[config.mk]
export PLATFORM = sky130hd
export DESIGN_NAME = t_clkq_ring_meter
export DESIGN_NICKNAME = d
export VERILOG_FILES = /design/src/rtl/t_clkq_ring_meter.sv
export SDC_FILE = /design/constraint.sdc
export NUM_CORES = 1
export LEC_CHECK = 0
export ABC_AREA = 1
export CAP_MARGIN = 20
export CORE_ASPECT_RATIO = 1.2
export CORE_MARGIN = 2
export CORE_UTILIZATION = 45
export DETAILED_ROUTE_END_ITERATION = 8
export PLACE_DENSITY = 0.72
export SLEW_MARGIN = 15
export SYNTH_ARGS = -nofsm -noshare
export SYNTH_HDL_FRONTEND = slang
export SYNTH_SLANG_ARGS = --single-unit
[constraint.sdc]
create_clock -name clk -period 3.95 [get_ports clk]
set_clock_uncertainty 0.2 [all_clocks]
set_input_delay 0.79 -clock clk [delete_from_list [all_inputs] [get_ports clk]]
set_output_delay 0.79 -clock clk [all_outputs]
set_load 0.05 [all_outputs]
[src/rtl/t_clkq_ring_meter.sv]
// Token-ring clock meter: circulates a single token around an L-stage DFF ring
// for W cycles and reports how many full laps it completed.
module t_clkq_ring_meter #(
  parameter int N         = 16,
  parameter int CNT_WIDTH = 8,
  parameter int WIN_WIDTH = 12
) (
  input  logic                   clk,
  input  logic                   rst_n,
  input  logic                   start,
  input  logic                   abort,
  input  logic [$clog2(N+1)-1:0] chain_len,
  input  logic [WIN_WIDTH-1:0]   win_len,
  output logic                   busy,
  output logic                   done,
  output logic [CNT_WIDTH-1:0]   lap_cnt,
  output logic                   overflow,
  output logic                   token_err
);

  localparam int LW = $clog2(N+1);
  localparam logic [LW-1:0]        L_MIN   = LW'(2);
  localparam logic [LW-1:0]        L_MAX   = LW'(N);
  localparam logic [WIN_WIDTH-1:0] WIN_ONE = WIN_WIDTH'(1);
  localparam logic [CNT_WIDTH-1:0] CNT_ONE = CNT_WIDTH'(1);

  typedef enum logic [1:0] {IDLE, LOAD, RUN, DONE} state_t;

  state_t               state_q;
  logic [LW-1:0]        len_q, len_d;
  logic [WIN_WIDTH-1:0] win_q, win_d;
  logic [N-1:0]         ring_q, ring_d, live, occ;
  logic [CNT_WIDTH-1:0] cnt_q, cnt_d, lap_q;
  logic                 busy_q, done_q, ovf_q, err_q;
  logic                 tail, sat, ovf_hit, one_hot;

  assign busy      = busy_q;
  assign done      = done_q;
  assign lap_cnt   = lap_q;
  assign overflow  = ovf_q;
  assign token_err = err_q;

  always_comb begin
    len_d = chain_len;
    if (chain_len < L_MIN)      len_d = L_MIN;
    else if (chain_len > L_MAX) len_d = L_MAX;
    win_d = (win_len == '0) ? WIN_ONE : win_len;
  end

  // live marks the active stages; tail is stage L-1, found without a variable index
  always_comb begin
    live = '0;
    tail = 1'b0;
    for (int i = 0; i < N; i++) begin
      if (LW'(i) < len_q)       live[i] = 1'b1;
      if (LW'(i + 1) == len_q)  tail    = ring_q[i];
    end
    ring_d      = '0;
    ring_d[N-1:1] = ring_q[N-2:0] & live[N-1:1];
    ring_d[0]   = tail;
    occ         = ring_q & live;
    one_hot     = (occ != '0) && ((occ & (occ - N'(1))) == '0);
    sat         = &cnt_q;
    ovf_hit     = tail & sat;
    cnt_d       = (tail && !sat) ? cnt_q + CNT_ONE : cnt_q;
  end

  always_ff @(posedge clk or negedge rst_n) begin
    if (!rst_n) begin
      state_q <= IDLE;
      len_q   <= '0;
      win_q   <= '0;
      ring_q  <= '0;
      cnt_q   <= '0;
      lap_q   <= '0;
      busy_q  <= 1'b0;
      done_q  <= 1'b0;
      ovf_q   <= 1'b0;
      err_q   <= 1'b0;
    end else begin
      case (state_q)
        IDLE: begin
          done_q <= 1'b0;
          if (start && !abort) begin
            len_q   <= len_d;
            win_q   <= win_d;
            busy_q  <= 1'b1;
            state_q <= LOAD;
          end
        end
        LOAD: begin
          if (abort) begin
            busy_q  <= 1'b0;
            state_q <= IDLE;
          end else begin
            ring_q  <= N'(1);
            cnt_q   <= '0;
            ovf_q   <= 1'b0;
            err_q   <= 1'b0;
            state_q <= RUN;
          end
        end
        RUN: begin
          if (abort) begin
            busy_q  <= 1'b0;
            state_q <= IDLE;
          end else begin
            ring_q <= ring_d;
            cnt_q  <= cnt_d;
            if (ovf_hit)  ovf_q <= 1'b1;
            if (!one_hot) err_q <= 1'b1;
            // lap_q takes cnt_d so the last RUN cycle's lap is included
            if (win_q == WIN_ONE) begin
              lap_q   <= cnt_d;
              busy_q  <= 1'b0;
              done_q  <= 1'b1;
              state_q <= DONE;
            end else begin
              win_q <= win_q - WIN_ONE;
            end
          end
        end
        DONE: begin
          done_q  <= 1'b0;
          state_q <= IDLE;
        end
        default: state_q <= IDLE;
      endcase
    end
  end

endmodule
Word-level counts from Yosys, hierarchy flattened:

Cells that the tools add are included.

* add/sub/neg operators: 3
* order comparisons: 18
* eq/ne operators: 29
* multiplexer cells: 66
* bitwise operators: 5
* reductions and logical operators: 24

Operators by type and width (number)
* 12-bit two-way mux: 4
* 1-bit two-way mux: 43
* 4-bit by 5-bit equality test with 1-bit output (first input constant): 8
* 4-bit by 5-bit less-than comparator with 1-bit output (first input constant): 8
* 16-bit bitwise AND: 2
* 16-bit two-way mux: 2
* 16-bit case mux with 2 select lines: 1
* 8-bit two-way mux: 3
* 12-bit case mux with 2 select lines: 1
* 3-bit by 5-bit equality test with 1-bit output (first input constant): 4
* 3-bit by 5-bit less-than comparator with 1-bit output (first input constant): 4
* 16-bit logical NOT: 1
* 2-bit inequality test (second input constant): 8
* 8-bit case mux with 2 select lines: 1
* 4-bit AND reduction: 4
* 16-bit nonzero test: 1
* 16-bit by 1-bit subtractor with 16-bit output (second input constant): 1
* 15-bit bitwise AND: 1
* 12-bit by 1-bit equality test with 1-bit output (second input constant): 1
* 12-bit logical NOT: 1
* 12-bit by 1-bit subtractor with 12-bit output (second input constant): 1
* 2-bit by 5-bit equality test with 1-bit output (first input constant): 2
* 1-bit by 5-bit less-than comparator with 1-bit output (first input constant): 2
* 2-bit by 5-bit less-than comparator with 1-bit output (first input constant): 2
* 24 further kinds: 39

* bits in registers: 55
* output and inout bits: 12
* word-level logic and storage cells: 155

Depth between registers and ports, before layout:

* depth after elaboration: 21
* mapped depth: 17

Least setup slack after synthesis:

Ideal clock, no wire load.

* path type: input to register
* from: input port abort
* to: register win_q[7]
* library setup time: 0.082 ns
* arrival: 1.791 ns
* data required time: 3.668 ns
* setup slack: 1.877 ns
* stages: 8
* buffers on the path: 1
* cell sequence: nor2_1 -> inv_1 -> nor2_1 -> inv_1 -> a21oi_2 -> buf_2 -> o31ai_1 -> o22ai_1

* longest elaborated chain between the ends: 4
* elaborated cells between the ends (all ways): 5
* classes of those cells: 2 x eq/ne; 3 x reduce/logical

RTL lines
* start, declared: RTL line 11 `input logic abort,`
* 1-bit logical NOT: RTL line 84 `if (start && !abort) begin`
* 1-bit logical AND: RTL line 84
* 2-bit inequality test (no line)
* 4-bit AND reduction (no line) (*)
* end signal, assigned: RTL line 86 `win_q <= win_d;`
* end signal, assigned: RTL line 119 `win_q <= win_q - WIN_ONE;`
* end, declared: RTL line 31 `logic [WIN_WIDTH-1:0] win_q, win_d;`

Every way passes the cells marked *; elsewhere a longest branch is shown, timed or not.
A chain may end at the register's enable or synchronous reset.

Final worst setup path:

* from: register state_q[0]
* to: register win_q[2]

* longest elaborated chain between the ends: 3
* elaborated cells between the ends (all ways): 8
* classes of those cells: 4 x eq/ne; 1 x mux; 3 x reduce/logical

RTL lines
* start, declared: RTL line 29 `state_t state_q;`
* start signal, assigned: RTL line 70 `state_q <= IDLE;`
* start signal, assigned: RTL line 88 `state_q <= LOAD;`
* start signal, assigned: RTL line 94 `state_q <= IDLE;`
* 2-bit equality test or 2-bit logical NOT (tied branches): RTL line 81 `case (state_q)`
* 2-bit inequality test (no line) or 2-bit nonzero test (tied branches)
* 4-bit AND reduction (no line)

Several ways; a longest one is shown, not always the timed one.

==> flow_summary_export.csv <==
group,metric,value,unit
run_status,status,"completed",
timing,tightest_slew,643,ps
cts,clock_latency,310,ps
placed_design,place_congestion,0.882,
power,power_density,542,nW/um^2
final_layout,num_antenna_cells,0,
critical_path,reg2reg_slack,820,ps
placed_design,port_buffers,32,
timing,min_period,3130,ps
cts,cts_buffers,5,
synthesis,synthesis.area,3500,um^2
final_layout,layout_common_cells,"nand2_1, inv_1, dfrtp_1, nor2_1, nand3_1",
route,drtIter0Drc,164,
synthesis,synthTopCellsByArea,"dfrtp_1, nand2_1, inv_1",
synthesis,yosys.area.top_type,"dfrtp_1",
critical_path,cp.required,3980,ps
final_layout,drive_gt1_share,6.24,%
critical_path,rr_worst_depth,11,
critical_path,critPathArrivalTime,3160,ps
synthesis,synthArstFlopShare,100,%
cts,post-cts-setup-buffer-count,0,
synthesis,ys_types,39,
synthesis,synthCells,495,
die,coreArea,7620,um^2
route,vias,3362,
die,rows,35,
die,die_w,84.5,um
timing,fin_crit_sh,79.2,%
critical_path,endpoint_kind,"flop",
die,initial_utilization,45.9,%
die,die_height,101,um
cts,cts_resized,0,
global_routing,grt_pass1_vias,3319,
timing,slew_headroom,57.1,%
flow_run,drv_cap,0,
global_routing,grt_util_all_layers,21.5,%
synthesis,ys_warn_count,0,
synthesis,synth-edff-count,0,
cts,postCtsHoldBufs,0,
placed_design,place.detailed.hpwl,6460,um
route,viasPerCell,5.41,
power,irDropWorstVdd,0.000327,V
global_routing,antenna_found_initial,0,
cts,htree_num_levels,2,
timing,timing.fmax,0.320,GHz
final_layout,design_area,3990,um^2
final_layout,area_growth,14.2,%
cts,clkTransAtPathRegs,100,ps
synthesis,syn-num-nets,523,
synthesis,ys_seq_area_share,39.4,%
cts,cts_root_buffer,"clkbuf_8",
synthesis,synth-seq-cells,55,
placed_design,place_inst,614,
global_routing,grt_pass1_wl,14900,um
die,die-area,8500,um^2
timing,rsz0062_at_grt,"false",
final_layout,fin_cells,621,
route,ant_nets,0,
timing,maxSlewViolCount,0,
route,drt_pre_antenna_iters,4,
route,wl_per_cell,13.6,um
global_routing,grt_max_degree,38,
final_layout,layout_commonest_cell,"nand2_1",
synthesis,syn_area_per_cell,7.06,um^2
power,p_leak,2.05,nW
global_routing,overflow,0,
die,io_pins,33,
worst_hold_path,hold_path_class,"input pin to async pin",
critical_path,path_class,"flop to flop",
critical_path,crit_fanout,21,
timing,setup_viol,0,
placed_design,dpl-instance-area,3910,um^2
cts,cts_max_path_buffers,2,
timing,finalHoldViolations,0,
cts,cts_sinks,55,
timing,finalHoldWorstSlack,206,ps
final_layout,nets,557,
synthesis,synth_ff_type,"dfrtp_1",
route,drc,0,
timing,fin_tns_setup,0,ps
route,wl,8470,um
synthesis,synth_top_area_share,39.4,%
cts,cts_tree,"built",
critical_path,startpoint_type,"flop",
## metal layers
layer	GRT usage, %	wire (um)	vias up
li1	-	-	1685
met1	26.8	3670	1585
met2	38.6	4340	79
met3	3.03	335	13
met4	6.84	125	0
met5	0	0	-
## critical path: stages, from the launching register on
cell and delay, ps:
dfrtp_1 420, inv_1 90, ha_1 570, inv_1 370, nor2_1 230, inv_1 100, nor2_1 150, inv_1 80
a21oi_2 320, buf_4 240, o21ai_0 100, a32oi_1 180
## final timing paths
| check | startpoint | end |
|---|---|---|
| min in group clk | lap_cnt[7] | lap_cnt[7] |
| worst max register to register | state_q[0] | win_q[2] |
| worst max-delay path | state_q[0] | win_q[2] |
| max in group asynchronous | rst_n | ring_q[4] |
| worst min register to register | lap_cnt[7] | lap_cnt[7] |
| worst min-delay path | rst_n | win_q[1] |
## final cells by class
type	instances	area, um^2
Timing Repair Buffer	37	353
Sequential cell	55	1380
Fill cell	808	3630
Inverter	70	263
Tap cell	92	115
Clock inverter	1	5.00
Multi-Input combinational cell	360	1800
Clock buffer	6	82.6
## registers in the layout, indices dropped and copies added, names as in the netlist, 2 cells and up
register	count
state_q	2
cnt_q	8
ring_q	16
lap_cnt	8
win_q	12
len_q	5
## Yosys cell counts (2+ instances only)
| cell | count |
|---|---|
| buf_6 | 2 |
| a31oi_1 | 3 |
| o31ai_1 | 2 |
| nor2_2 | 5 |
| nor4_1 | 5 |
| o22ai_1 | 5 |
| inv_2 | 3 |
| a32o_1 | 6 |
| nand4_1 | 5 |
| nand2_2 | 3 |
| xor2_1 | 4 |
| xnor2_1 | 2 |
| nor3_1 | 6 |
| dfrtp_1 | 55 |
| o21ai_0 | 33 |
| inv_1 | 66 |
| ha_1 | 7 |
| o21bai_1 | 3 |
| a21oi_1 | 15 |
| nor2_1 | 48 |
| o211ai_1 | 3 |
| nand3_2 | 5 |
| clkbuf_1 | 4 |
| buf_2 | 3 |
| nand2_1 | 148 |
| nand3_1 | 38 |
| o32ai_1 | 4 |
## power breakdown
group	switching (mW)	internal, mW
sequential	0.140	0.677
combinational	0.703	0.323
clock	0.182	0.138
## logic make-up (layout without fill, tap and decap cells)
| kind of cell | after synthesis | in the layout | share of synthesized area, % |
|---|---|---|---|
| xor gates and xnor gates | 6 | 6 | 1.50 |
| DFF | 55 | 55 | 39.4 |
| and+or+nand+nor | 268 | 268 | 33.5 |
| buffers and inverters | 80 | 114 | 9.23 |
| adders and majority gates | 7 | 7 | 2.50 |
| AOI/OAI and AO/OA | 79 | 79 | 13.9 |
## through the flow
stage	util, %	worst slack, ps	total power, mW
2_1_floorplan	-	1880	1.56
3_3_place_gp	51.2	1050	1.82
3_5_place_dp	51.2	894	1.85
4_1_cts	52.4	853	2.18
5_1_grt	52.4	531	2.36
6_report	52.4	820	2.16
No activity file was read; power rests on OpenSTA's default activity.
